## src/rtl/tick_timer_if.sv

```systemverilog
// Control and status bundle for tick_timer; master drives controls, slave (the timer) drives status.
interface tick_timer_if #(
    parameter int PW     = 26,
    parameter int TICK_W = 8
);
    logic              enable;
    logic              clear;
    logic              oneshot;
    logic              load;
    logic [PW-1:0]     period;
    logic [PW-1:0]     count;
    logic              tick;
    logic [TICK_W-1:0] tick_count;
    logic              done;
    logic              period_err;

    modport master (
        output enable, clear, oneshot, load, period,
        input  count, tick, tick_count, done, period_err
    );

    modport slave (
        input  enable, clear, oneshot, load, period,
        output count, tick, tick_count, done, period_err
    );
endinterface

```

## src/rtl/tick_timer.sv

```systemverilog
// Up-counting interval timer: one-cycle tick at count==period-1, then wrap or hold in DONE.
// Latency: all outputs registered (1 cycle); no backpressure, enable simply gates counting.
module tick_timer #(
    parameter int  MAX_PERIOD = 50000000,
    parameter int  TICK_W     = 8,
    localparam int PW         = $clog2(MAX_PERIOD + 1)
) (
    input logic         CLOCK_50,
    input logic         reset,
    tick_timer_if.slave bus
);
    typedef enum logic {RUN, DONE} state_t;

    state_t            state_q;
    logic [PW-1:0]     count_q;
    logic [PW-1:0]     period_q;
    logic              tick_q;
    logic [TICK_W-1:0] tick_count_q;
    logic              err_q;

    logic              load_ok_d;
    logic              terminal_d;

    assign load_ok_d  = bus.load && (bus.period != '0) && (bus.period <= PW'(MAX_PERIOD));
    assign terminal_d = (state_q == RUN) && bus.enable && (count_q == period_q - PW'(1));

    always_ff @(posedge CLOCK_50 or negedge reset) begin
        if (!reset) begin
            state_q      <= RUN;
            count_q      <= '0;
            period_q     <= PW'(MAX_PERIOD);
            tick_q       <= 1'b0;
            tick_count_q <= '0;
            err_q        <= 1'b0;
        end else begin
            tick_q <= 1'b0;
            if (bus.clear) begin
                state_q      <= RUN;
                count_q      <= '0;
                tick_count_q <= '0;
                err_q        <= 1'b0;
            end else begin
                if (bus.load && !load_ok_d) begin
                    err_q <= 1'b1;
                end
                // A valid load restarts the interval and swallows a coincident terminal tick.
                if (load_ok_d) begin
                    period_q <= bus.period;
                    count_q  <= '0;
                    state_q  <= RUN;
                end else if (terminal_d) begin
                    count_q      <= '0;
                    tick_q       <= 1'b1;
                    tick_count_q <= tick_count_q + TICK_W'(1);
                    state_q      <= bus.oneshot ? DONE : RUN;
                end else if (state_q == RUN && bus.enable) begin
                    count_q <= count_q + PW'(1);
                end
            end
        end
    end

    assign bus.count      = count_q;
    assign bus.tick       = tick_q;
    assign bus.tick_count = tick_count_q;
    assign bus.done       = (state_q == DONE);
    assign bus.period_err = err_q;
endmodule
```

## src/flat_wrapper.sv

```systemverilog
// flat-port wrapper written by rule: the top's interface ports become plain ports
module tick_timer_flat 
#(
    parameter int  MAX_PERIOD = 50000000,
    parameter int  TICK_W     = 8,
    localparam int PW         = $clog2(MAX_PERIOD + 1)
)
  (CLOCK_50, reset, bus_enable, bus_clear, bus_oneshot, bus_load, bus_period, bus_count, bus_tick, bus_tick_count, bus_done, bus_period_err);
  tick_timer_if #(.TICK_W(TICK_W)) bus_i ();
  input logic CLOCK_50;
  input logic reset;
  input wire logic [$bits(bus_i.enable)-1:0] bus_enable;
  input wire logic [$bits(bus_i.clear)-1:0] bus_clear;
  input wire logic [$bits(bus_i.oneshot)-1:0] bus_oneshot;
  input wire logic [$bits(bus_i.load)-1:0] bus_load;
  input wire logic [$bits(bus_i.period)-1:0] bus_period;
  output wire logic [$bits(bus_i.count)-1:0] bus_count;
  output wire logic [$bits(bus_i.tick)-1:0] bus_tick;
  output wire logic [$bits(bus_i.tick_count)-1:0] bus_tick_count;
  output wire logic [$bits(bus_i.done)-1:0] bus_done;
  output wire logic [$bits(bus_i.period_err)-1:0] bus_period_err;
  assign bus_i.enable = bus_enable;
  assign bus_i.clear = bus_clear;
  assign bus_i.oneshot = bus_oneshot;
  assign bus_i.load = bus_load;
  assign bus_i.period = bus_period;
  assign bus_count = bus_i.count;
  assign bus_tick = bus_i.tick;
  assign bus_tick_count = bus_i.tick_count;
  assign bus_done = bus_i.done;
  assign bus_period_err = bus_i.period_err;
  tick_timer #(.MAX_PERIOD(MAX_PERIOD), .TICK_W(TICK_W)) u_core (.CLOCK_50(CLOCK_50), .reset(reset), .bus(bus_i));
endmodule
```

## config.mk

```make
export PLATFORM = sky130hd
export DESIGN_NAME = tick_timer_flat
export DESIGN_NICKNAME = d
export VERILOG_FILES = /design/src/rtl/tick_timer_if.sv /design/src/rtl/tick_timer.sv /design/src/flat_wrapper.sv
export SDC_FILE = /design/constraint.sdc
export NUM_CORES = 1
export LEC_CHECK = 0
export BUFFER_PORTS_ARGS = -buffer_cell sky130_fd_sc_hd__clkbuf_2
export CAP_MARGIN = 30
export CORE_MARGIN = 2
export CORE_UTILIZATION = 51
export DETAILED_ROUTE_END_ITERATION = 16
export PLACE_DENSITY = 0.78
export RECOVER_POWER = 25
export SYNTH_ARGS = -nofsm -noshare
export SYNTH_HDL_FRONTEND = slang
export SYNTH_SLANG_ARGS = --single-unit
```

## constraint.sdc

```tcl
create_clock -name CLOCK_50 -period 3.4 [get_ports CLOCK_50]
set_input_delay 0.17 -clock CLOCK_50 [delete_from_list [all_inputs] [get_ports CLOCK_50]]
set_output_delay 0.17 -clock CLOCK_50 [all_outputs]
set_load 0.1 [all_outputs]
```

Word level (Yosys, flattened, before mapping):

Index checks and enable logic that the tools add are counted.

* flip-flop bits (word level): 63
* input port bits: 32
* output and inout port bits: 37
* logic and storage cells: 43

* $add $sub $neg: 3
* order comparisons: 1
* eq/ne operators: 2
* multiplexer cells: 16
* bitwise logic cells: 2
* reduce and logical (&&, ||, !) cells: 13

Operators by type and width (number)
* 26-bit 2-to-1 mux: 4
* 26-bit by 1-bit adder with 26-bit output (second input constant): 1
* 26-bit == test: 1
* 26-bit <= comparator (second input constant): 1
* 26-bit nonzero test: 1
* 26-bit by 1-bit subtractor with 26-bit output (second input constant): 1
* 8-bit 2-to-1 mux: 3
* 1-bit 2-to-1 mux: 9
* 8-bit by 1-bit adder with 8-bit output (second input constant): 1
* 1-bit logical AND: 5
* 2-bit AND reduction: 2
* 2-bit nonzero test: 2
* 4-bit nonzero test: 1
* 3-bit nonzero test: 1
* 2-bit != test (second input constant): 1
* 1-bit NOT: 2
* 1-bit zero test: 1

Longest topological paths before layout:

Gate-level depths: netlist of run 1.

* depth in word-level cells: 7
* depth in mapped cells: 11
* gate-level depth less buffers: 10

Worst setup path after synthesis of run 1:

OpenSTA, ideal clock, no wires.

* path kind: register to register
* from: register u_core.period_q[0]
* to: register u_core.tick_count_q[6] (netlist: u_core.bus.tick_count[6])
* setup time: 0.125 ns
* arrival: 3.282 ns
* data required time: 3.275 ns
* path slack: -0.007 ns
* cell stages (with the launch flop): 11
* path buffers: 0
* clock period less this slack: 3.407 ns
* cells stage by stage: dfrtp_1 > inv_1 > ha_1 > or4b_2 > or4b_2 > a211oi_1 > a211oi_1 > a211oi_1 > nand4_4 > nor3_1 > mux2_2

* word-level cells in the longest chain between the ends: 5

Ends and longest elaborated chain
* start, declared: line tick_timer.sv:16 `logic [PW-1:0] period_q;`
* start signal, assigned: line tick_timer.sv:31 `period_q <= PW'(MAX_PERIOD);`
* start signal, assigned: line tick_timer.sv:48 `period_q <= bus.period;`
* 26-bit by 1-bit subtractor with 26-bit output: line tick_timer.sv:25 `assign terminal_d = (state_q == RUN) && bus.enable && (count_q == period_q - PW'(1));`
* 26-bit == test: line tick_timer.sv:25
* 1-bit logical AND: line tick_timer.sv:25
* 2-bit nonzero test (no source line)
* 2-bit AND reduction (no source line)
* end signal, assigned: line tick_timer.sv:54 `tick_count_q <= tick_count_q + TICK_W'(1);`
* end, declared: line tick_timer.sv:18 `logic [TICK_W-1:0] tick_count_q;`

Every way passes these cells.
A chain may end at the register's enable or synchronous reset.

Final worst setup path of run 1:

* from: register u_core.period_q[13]
* to: register u_core.tick_count_q[5] (netlist: u_core.bus.tick_count[5])

The elaborated chain is that of the path after synthesis.

==> results by group, run 1 <==
Status
  – Status: finished with violations
  – Failing checks: max-capacitance violations, max-slew violations

Global route
  – Initial antenna violation count: 0
  – GR Overflow Total: 0
  – First-pass GRT wire length: 17.88 mm
  – Number of global-route vias before repair: 3625
  – GRT Total Usage: 26.56%
  – Pin count of the biggest net entering global routing: 39

Synthesis
  – Register bit total from synthesis: 63
  – Unique masters post-synth: 57
  – Post-synth EDFFs: 0
  – Syn Nets: 473
  – Ys Warns: 0
  – Post-Syn Instances: 438
  – Post-synth ARST share: 100.0%
  – Primary FF master, synth: dfrtp_1
  – Syn Area/Cell: 9.178 um^2
  – Cell Area, Synth: 4020 um^2
  – Post-synthesis sequential area ratio: 39.59%

Clock tree
  – Clock-pin slew on the worst setup and hold paths: 0.08 ns
  – CTS H-Tree Depth: 3
  – CTS Sinks: 63
  – CTS buffer count: 9
  – Longest Clk Path Bufs: 2
  – CTS tree: yes
  – Skew-Pair Late Insertion Delay: 0.36 ns
  – CTS root buffer: clkbuf_8

Worst setup path
  – CP required: 3.64 ns
  – Crit path capture type: flop
  – WS Path Type: flop to flop
  – Worst setup SP type: flop
  – Crit-path max FO: 6
  – WP data arrival: 3.56 ns

Power
  – Static Leakage: 0.002035 uW
  – VDD IR max: 0.2263 mV
  – Tot Pwr: 2083 uW
  – Pwr dens: 422.6 nW/um^2

Timing
  – Max Slew Vio Count: 37
  – Worst relative slew slack: -28.95%
  – Least-Margin Pin Slew: 1.934 ns
  – Fmax: 301.9 MHz
  – Final Skew: 0.01011 ns
  – Final period util: 97.41%
  – Final worst slack: 0.08789 ns
  – Final setup vio count: 0
  – Endpoints failing hold: 0
  – Minimum clock period: 3.312 ns

Die
  – DIE WIDTH: 92.79 um
  – Io pins: 69
  – FP Rows: 32
  – Die Y: 92.79 um
  – Die area: 8609 um^2
  – Core area: 7687 um^2
  – Initial core utilization: 52.29%

Place
  – HPWL Detailed: 8.296 mm
  – GP Congestion: 0.9603
  – Setup slack after placement: 0.001590 ns
  – Dpl cells: 616
  – PortBufs: 68

Route
  – Iteration-0 DRC Markers: 248
  – Routed Antenna Nets: 0
  – DRT Wirelength: 11.17 mm
  – Via density: 5.882
  – Routed WL per cell: 17.53 um
  – Drt pass-1 iters: 4
  – Vias: 3747
  – Remaining DRCs: 0

Run
  – Max-cap violations: 1

Finish
  – Ant. Diodes: 0
  – Share of layout cells above drive strength 1: 31.78%
  – Final Non-Filler Cells: 637
  – Syn-to-layout area delta: 22.63%
  – Layout Nets: 565

Hold path
  – Min-Delay Path Class: input port to flop
-- power by group --
part           switching [uW]  internal (uW)
sequential               77.9            827
combinational             254            202
clock                     312            410
total                     644           1440
-- worst max-delay path: stages, from the launching register on --
cell	delay (ns)
dfstp_2	0.41
or4_4	0.54
or4_2	0.70
o21ai_0	0.25
a31oi_1	0.21
a211oi_2	0.22
buf_4	0.17
nand4_4	0.18
nor3_4	0.17
mux2_2	0.36
-- state kept, by name (all words and copies together) (netlist names) --
name / count
u_core.bus.count: 26
u_core.period_q: 26
u_core.bus.tick_count: 8
u_core.bus.done: 1
u_core.bus.period_err: 1
u_core.bus.tick: 1
-- synth_stat cells (3+ instances only) --
library cell	instances	area (um^2)
nor2_1	57	214.0
dfrtp_1	51	1276
xnor2_1	39	341.6
nand2_1	27	101.4
mux2_2	26	292.8
nor4_1	25	156.4
nor3_1	24	120.1
nand3_1	18	90.09
xor2_1	15	131.4
inv_1	14	52.55
dfstp_2	12	315.3
o21ai_0	11	55.05
clkbuf_1	9	33.78
nand4_1	8	50.05
a211oi_1	7	52.55
nor2b_1	7	43.79
and3_1	6	37.54
or3_1	6	37.54
or4_1	6	45.04
a21oi_1	5	25.02
nor3b_1	5	37.54
buf_2	4	20.02
nand2b_1	4	25.02
nor4b_1	4	35.03
a31oi_1	3	18.77
ha_1	3	37.54
nand4b_1	3	26.28
or2_2	3	18.77
-- cells by family after synthesis --
logic type                 synth area share (%)
AOI/OAI and AO/OA                         7.812
xor gates and xnor gates                  11.76
adders and majority gates                0.9338
buffers and inverters                     3.019
DFF                                       39.59
muxes                                     7.781
and+or+nand+nor                           29.10
-- cell usage in the layout (no fill, tap or decap), types with 14 or more instances in the layout --
master    instances
mux2_2           26
nand2_1          27
nor3_1           20
nor4_1           24
clkbuf_2         67
xnor2_1          39
buf_4            24
nor2_1           57
nand3_1          18
dfrtp_1          51
xor2_1           15
inv_1            14
-- layout make-up --
cell class                      count  area (um^2)
Sequential cell                    63         1592
Tap cell                          102        127.6
Multi-Input combinational cell    346         2389
Inverter                           14        52.55
Fill cell                         658         2758
Timing Repair Buffer               96        556.8
Clock inverter                      6        85.08
Clock buffer                       10        127.6
-- stage by stage --
step / hold slack [ns] / instance area [um^2] / TNS [ns] / utilization, %
finish: 0.04986 / 4930 / 0 / 64.13
CTS: 0.04462 / 4847 / 0 / 63.05
global route: 0.06999 / 4930 / -0.1700 / 64.13
global placement: 0.3412 / 4624 / 0 / 60.16
detailed placement: 0.3482 / 4624 / 0 / 60.16
floorplan: -0.1256 / 4025 / 0 / -
-- repair_timing --
item,4_1_cts,5_1_grt
buffers inserted,0,2
hold buffers,1,0
endpoints found under the hold margin,25,0
endpoints found under the setup margin,0,31
resized for setup,0,11
-- final timing paths --
check	slack, ns	from	end	depth (start not counted)
hold reg to reg	0.51	u_core.bus.period_err	u_core.bus.period_err	2
min in group asynchronous	0.15	reset	u_core.bus.count[24]	2
setup reg to reg	0.09	u_core.period_q[13]	u_core.bus.tick_count[5]	9
max in group asynchronous	1.19	reset	u_core.bus.period_err	3
hold / removal	0.05	bus_period[0]	u_core.period_q[0]	3
setup / recovery	0.09	u_core.period_q[13]	u_core.bus.tick_count[5]	9
-- layer usage --
layer	track usage, %	wire length (um)	vias to the layer above
met1	35.88	5010	1850
met2	43.06	5496	98
met4	10.42	236	0
met3	3.906	422	23
li1	-	-	1776
met5	0	0	-
Note: power is estimated with default switching activity, not from simulation.
==> run 2, diff against run 1 <==
- ABC_AREA: not set -> 1
- CAP_MARGIN: 30 -> not set
- CORE_UTILIZATION: 51 -> 53
- PLACE_DENSITY: 0.78 -> 0.8
- SETUP_SLACK_MARGIN: not set -> 0.02
==> run 2 against run 1 <==
Compared with the run above:
- the flow now finishes without violations
- non-clock buffer count shrank 22
- count of clock-buffer cells in the layout is the same
- die area up 10%
- largest cell class unchanged
- combinational power is 1% lower
- final cell count increased by 38%
- critical path type is now input port to flop
==> results by group, run 2 <==
Status
  – Status: finished, final reports clean

Place
  – PortBufs: 68
  – GP Congestion: 0.9155
  – HPWL Detailed: 8.975 mm
  – Dpl cells: 865
  – Setup slack after placement: 0.9663 ns

Power
  – Seq pwr share: 42.0%
  – Tot Pwr: 2126 uW
  – VDD IR max: 0.3390 mV
  – Static Leakage: 0.002702 uW
  – Clock share of power: 36.8%
  – P_sw: 672.9 uW
  – Comb power frac: 21.2%
  – Switching share of power: 31.65%
  – Cell Int Power: 1453 uW
  – Pwr dens: 402.2 nW/um^2

Worst setup path
  – Crit. Startpoint: bus_period[24]
  – CP required: 3.67 ns
  – Crit path cell chain: clkbuf_2, inv_1, nand4_1, nor3_1, nand2_1, o21ai_1, nand2_1, nand2_1, clkbuf_1, inv_1, nand2_1, buf_12, nor2_1, a21oi_1
  – Worst setup SP type: input port
  – WP data arrival: 2.74 ns
  – Top delay family on crit path: buffers and inverters
  – Crit-path max cell delay: 0.54 ns
  – Reg-to-Reg Start: u_core.period_q[0]
  – Bufs and invs on worst path: 5
  – CP max stage cell: clkbuf_1
  – WS Path Type: input port to flop
  – Crit-path max FO: 32
  – Crit path capture type: flop
  – Crit-path most repeated cell: nand2_1

Finish
  – FILL cells: 798
  – Most common cell after layout, fill and taps aside: nand2_1
  – Commonest non-fill, non-tap cells in the layout: nand2_1 (204), inv_1 (105), nor2_1 (89)
  – Syn-to-layout area delta: 14.04%
  – Layout Nets: 804
  – Share of layout cells above drive strength 1: 15.89%
  – Ant. Diodes: 0
  – Final Non-Filler Cells: 882

Synthesis
  – Syn Nets: 735
  – Ys Warns: 0
  – Yosys top cell area share: 27.53%
  – Post-Syn Instances: 700
  – Post-synth EDFFs: 0
  – Top cell types by occurrence after synthesis: nand2_1 (204), inv_1 (105), nor2_1 (89)
  – Cell Area, Synth: 4636 um^2
  – Register bit total from synthesis: 63
  – Syn Area/Cell: 6.622 um^2
  – Leading area contributor after synthesis: dfrtp_1
  – Post-synth ARST share: 100.0%
  – Unique masters post-synth: 29
  – Primary FF master, synth: dfrtp_1
  – Post-synthesis sequential area ratio: 34.33%
  – Synth top area cells: dfrtp_1 (28%), nand2_1 (17%), inv_1 (8.5%)
  – Top-count cell post-synth: nand2_1

Run
  – Max-cap violations: 0

Timing
  – Minimum clock period: 2.472 ns
  – Least-Margin Pin Slew: 1.173 ns
  – Endpoints failing hold: 0
  – Setup TNS: 0 ns
  – Final Skew: 0.01508 ns
  – Fmax: 404.6 MHz
  – RSZ-0062 raised after global routing: no
  – Max Slew Vio Count: 0
  – Final worst slack: 0.9283 ns
  – Worst relative slew slack: 21.77%
  – Final setup vio count: 0
  – Final period util: 72.70%

Die
  – Die Y: 97.53 um
  – DIE WIDTH: 97.53 um
  – Core area: 8593 um^2
  – Io pins: 69
  – Die area: 9511 um^2
  – FP Rows: 34
  – Initial core utilization: 53.95%

Clock tree
  – CTS H-Tree Depth: 3
  – # resized after CTS: 0
  – Clock-pin slew on the worst setup and hold paths: 0.08 ns
  – Longest Clk Path Bufs: 2
  – CTS buffer count: 9
  – CTS Sinks: 63
  – CTS tree: yes
  – Skew-Pair Late Insertion Delay: 0.35 ns
  – CTS root buffer: clkbuf_8

Global route
  – Initial antenna violation count: 0
  – Pin count of the biggest net entering global routing: 42
  – GR Overflow Total: 0
  – First-pass GRT wire length: 19.06 mm
  – GRT Total Usage: 24.42%
  – Number of global-route vias before repair: 4172

Route
  – Routed WL per cell: 12.77 um
  – Via density: 5.115
  – Vias: 4511
  – DRT Wirelength: 11.26 mm
  – Drt pass-1 iters: 6
  – Iteration-0 DRC Markers: 290
  – Routed Antenna Nets: 0
  – Remaining DRCs: 0

Hold path
  – Min-Delay Path Class: input port to flop
  – Hold Crit Start: bus_oneshot
==> run 2: changes by cell type after synthesis, sizes merged, moves of 9 or more <==
cell	delta
nor4	-24
nor2	+56
o21ai	+23
nor3	-13
or4	-9
nand4	+23
nand3	+37
inv	+91
xor2	+13
xnor2	-29
nand2	+186
mux2	-26
==> run 2: cells by family (layout without fill, tap and decap cells) <==
group           Yosys count  after routing  share of synthesized area (%)
xor+xnor                 38             38                          7.180
compound gates           41             41                          4.453
simple gates            433            433                          42.40
flops                    63             63                          34.33
buf+inv                 122            196                          10.82
fa+ha+maj                 3              3                         0.8098
==> run 2: worst register-to-register path: stages, from the launching register on <==
cell,delay (ns)
dfrtp_1,0.41
inv_1,0.10
ha_1,0.21
nand2_2,0.14
nor2_4,0.30
nand2_1,0.15
nor2_1,0.12
nand2_1,0.06
nand3_1,0.08
nand2_1,0.06
inv_1,0.05
nand2_1,0.08
nor2_4,0.15
nand2_4,0.10
nand2_4,0.24
nor2_1,0.10
==> run 2: what timing repair did <==
action                                 CTS  global route
setup buffers                            0             0
hold buffers                             1             0
endpoints found under the hold margin   22             0
==> run 2: metrics by stage <==
step / utilization [%] / hold WS, ns / instance area, um^2
finish: 61.52 / 0.05642 / 5286
floorplan: - / -0.1256 / 4636
CTS: 61.74 / 0.05204 / 5305
global placement: 58.85 / 0.1771 / 5057
global route: 61.52 / 0.07861 / 5286
detailed placement: 58.85 / 0.1796 / 5057
==> run 2: final cells by class <==
class                           instances  area [um^2]  area share, %
Sequential cell                        63         1592          30.11
Inverter                              106        397.9          7.527
Clock inverter                          6        110.1          2.083
Tap cell                              108        135.1          2.556
Clock buffer                           10        127.6          2.414
Timing Repair Buffer                   74        381.6          7.219
Multi-Input combinational cell        515         2542          48.09
==> run 2: worst paths after layout <==
kind	cells after the start	to	slack, ns
max reg2reg	15	u_core.bus.count[16]	0.94
max in group asynchronous	3	u_core.period_q[24]	1.22
min	3	u_core.bus.done	0.06
min reg2reg	2	u_core.bus.period_err	0.50
max	14	u_core.period_q[9]	0.93
min in group asynchronous	2	u_core.bus.count[3]	0.58
==> run 2: power by group through the flow <==
stage	logic [uW]	registers, uW	clock network, uW
after floorplan	331	899	0
after global placement	437	900	0
after detailed placement	448	904	0
after CTS	452	890	793
after global routing	518	900	825
final	451	893	783
==> run 2: per-layer routing <==
layer	global-route usage, %	routed length [um]	vias up
li1	-	-	2320
met1	33.56	5302	2050
met2	39.68	5194	127
met3	3.885	581	14
met4	7.479	181	0
met5	0	0	-
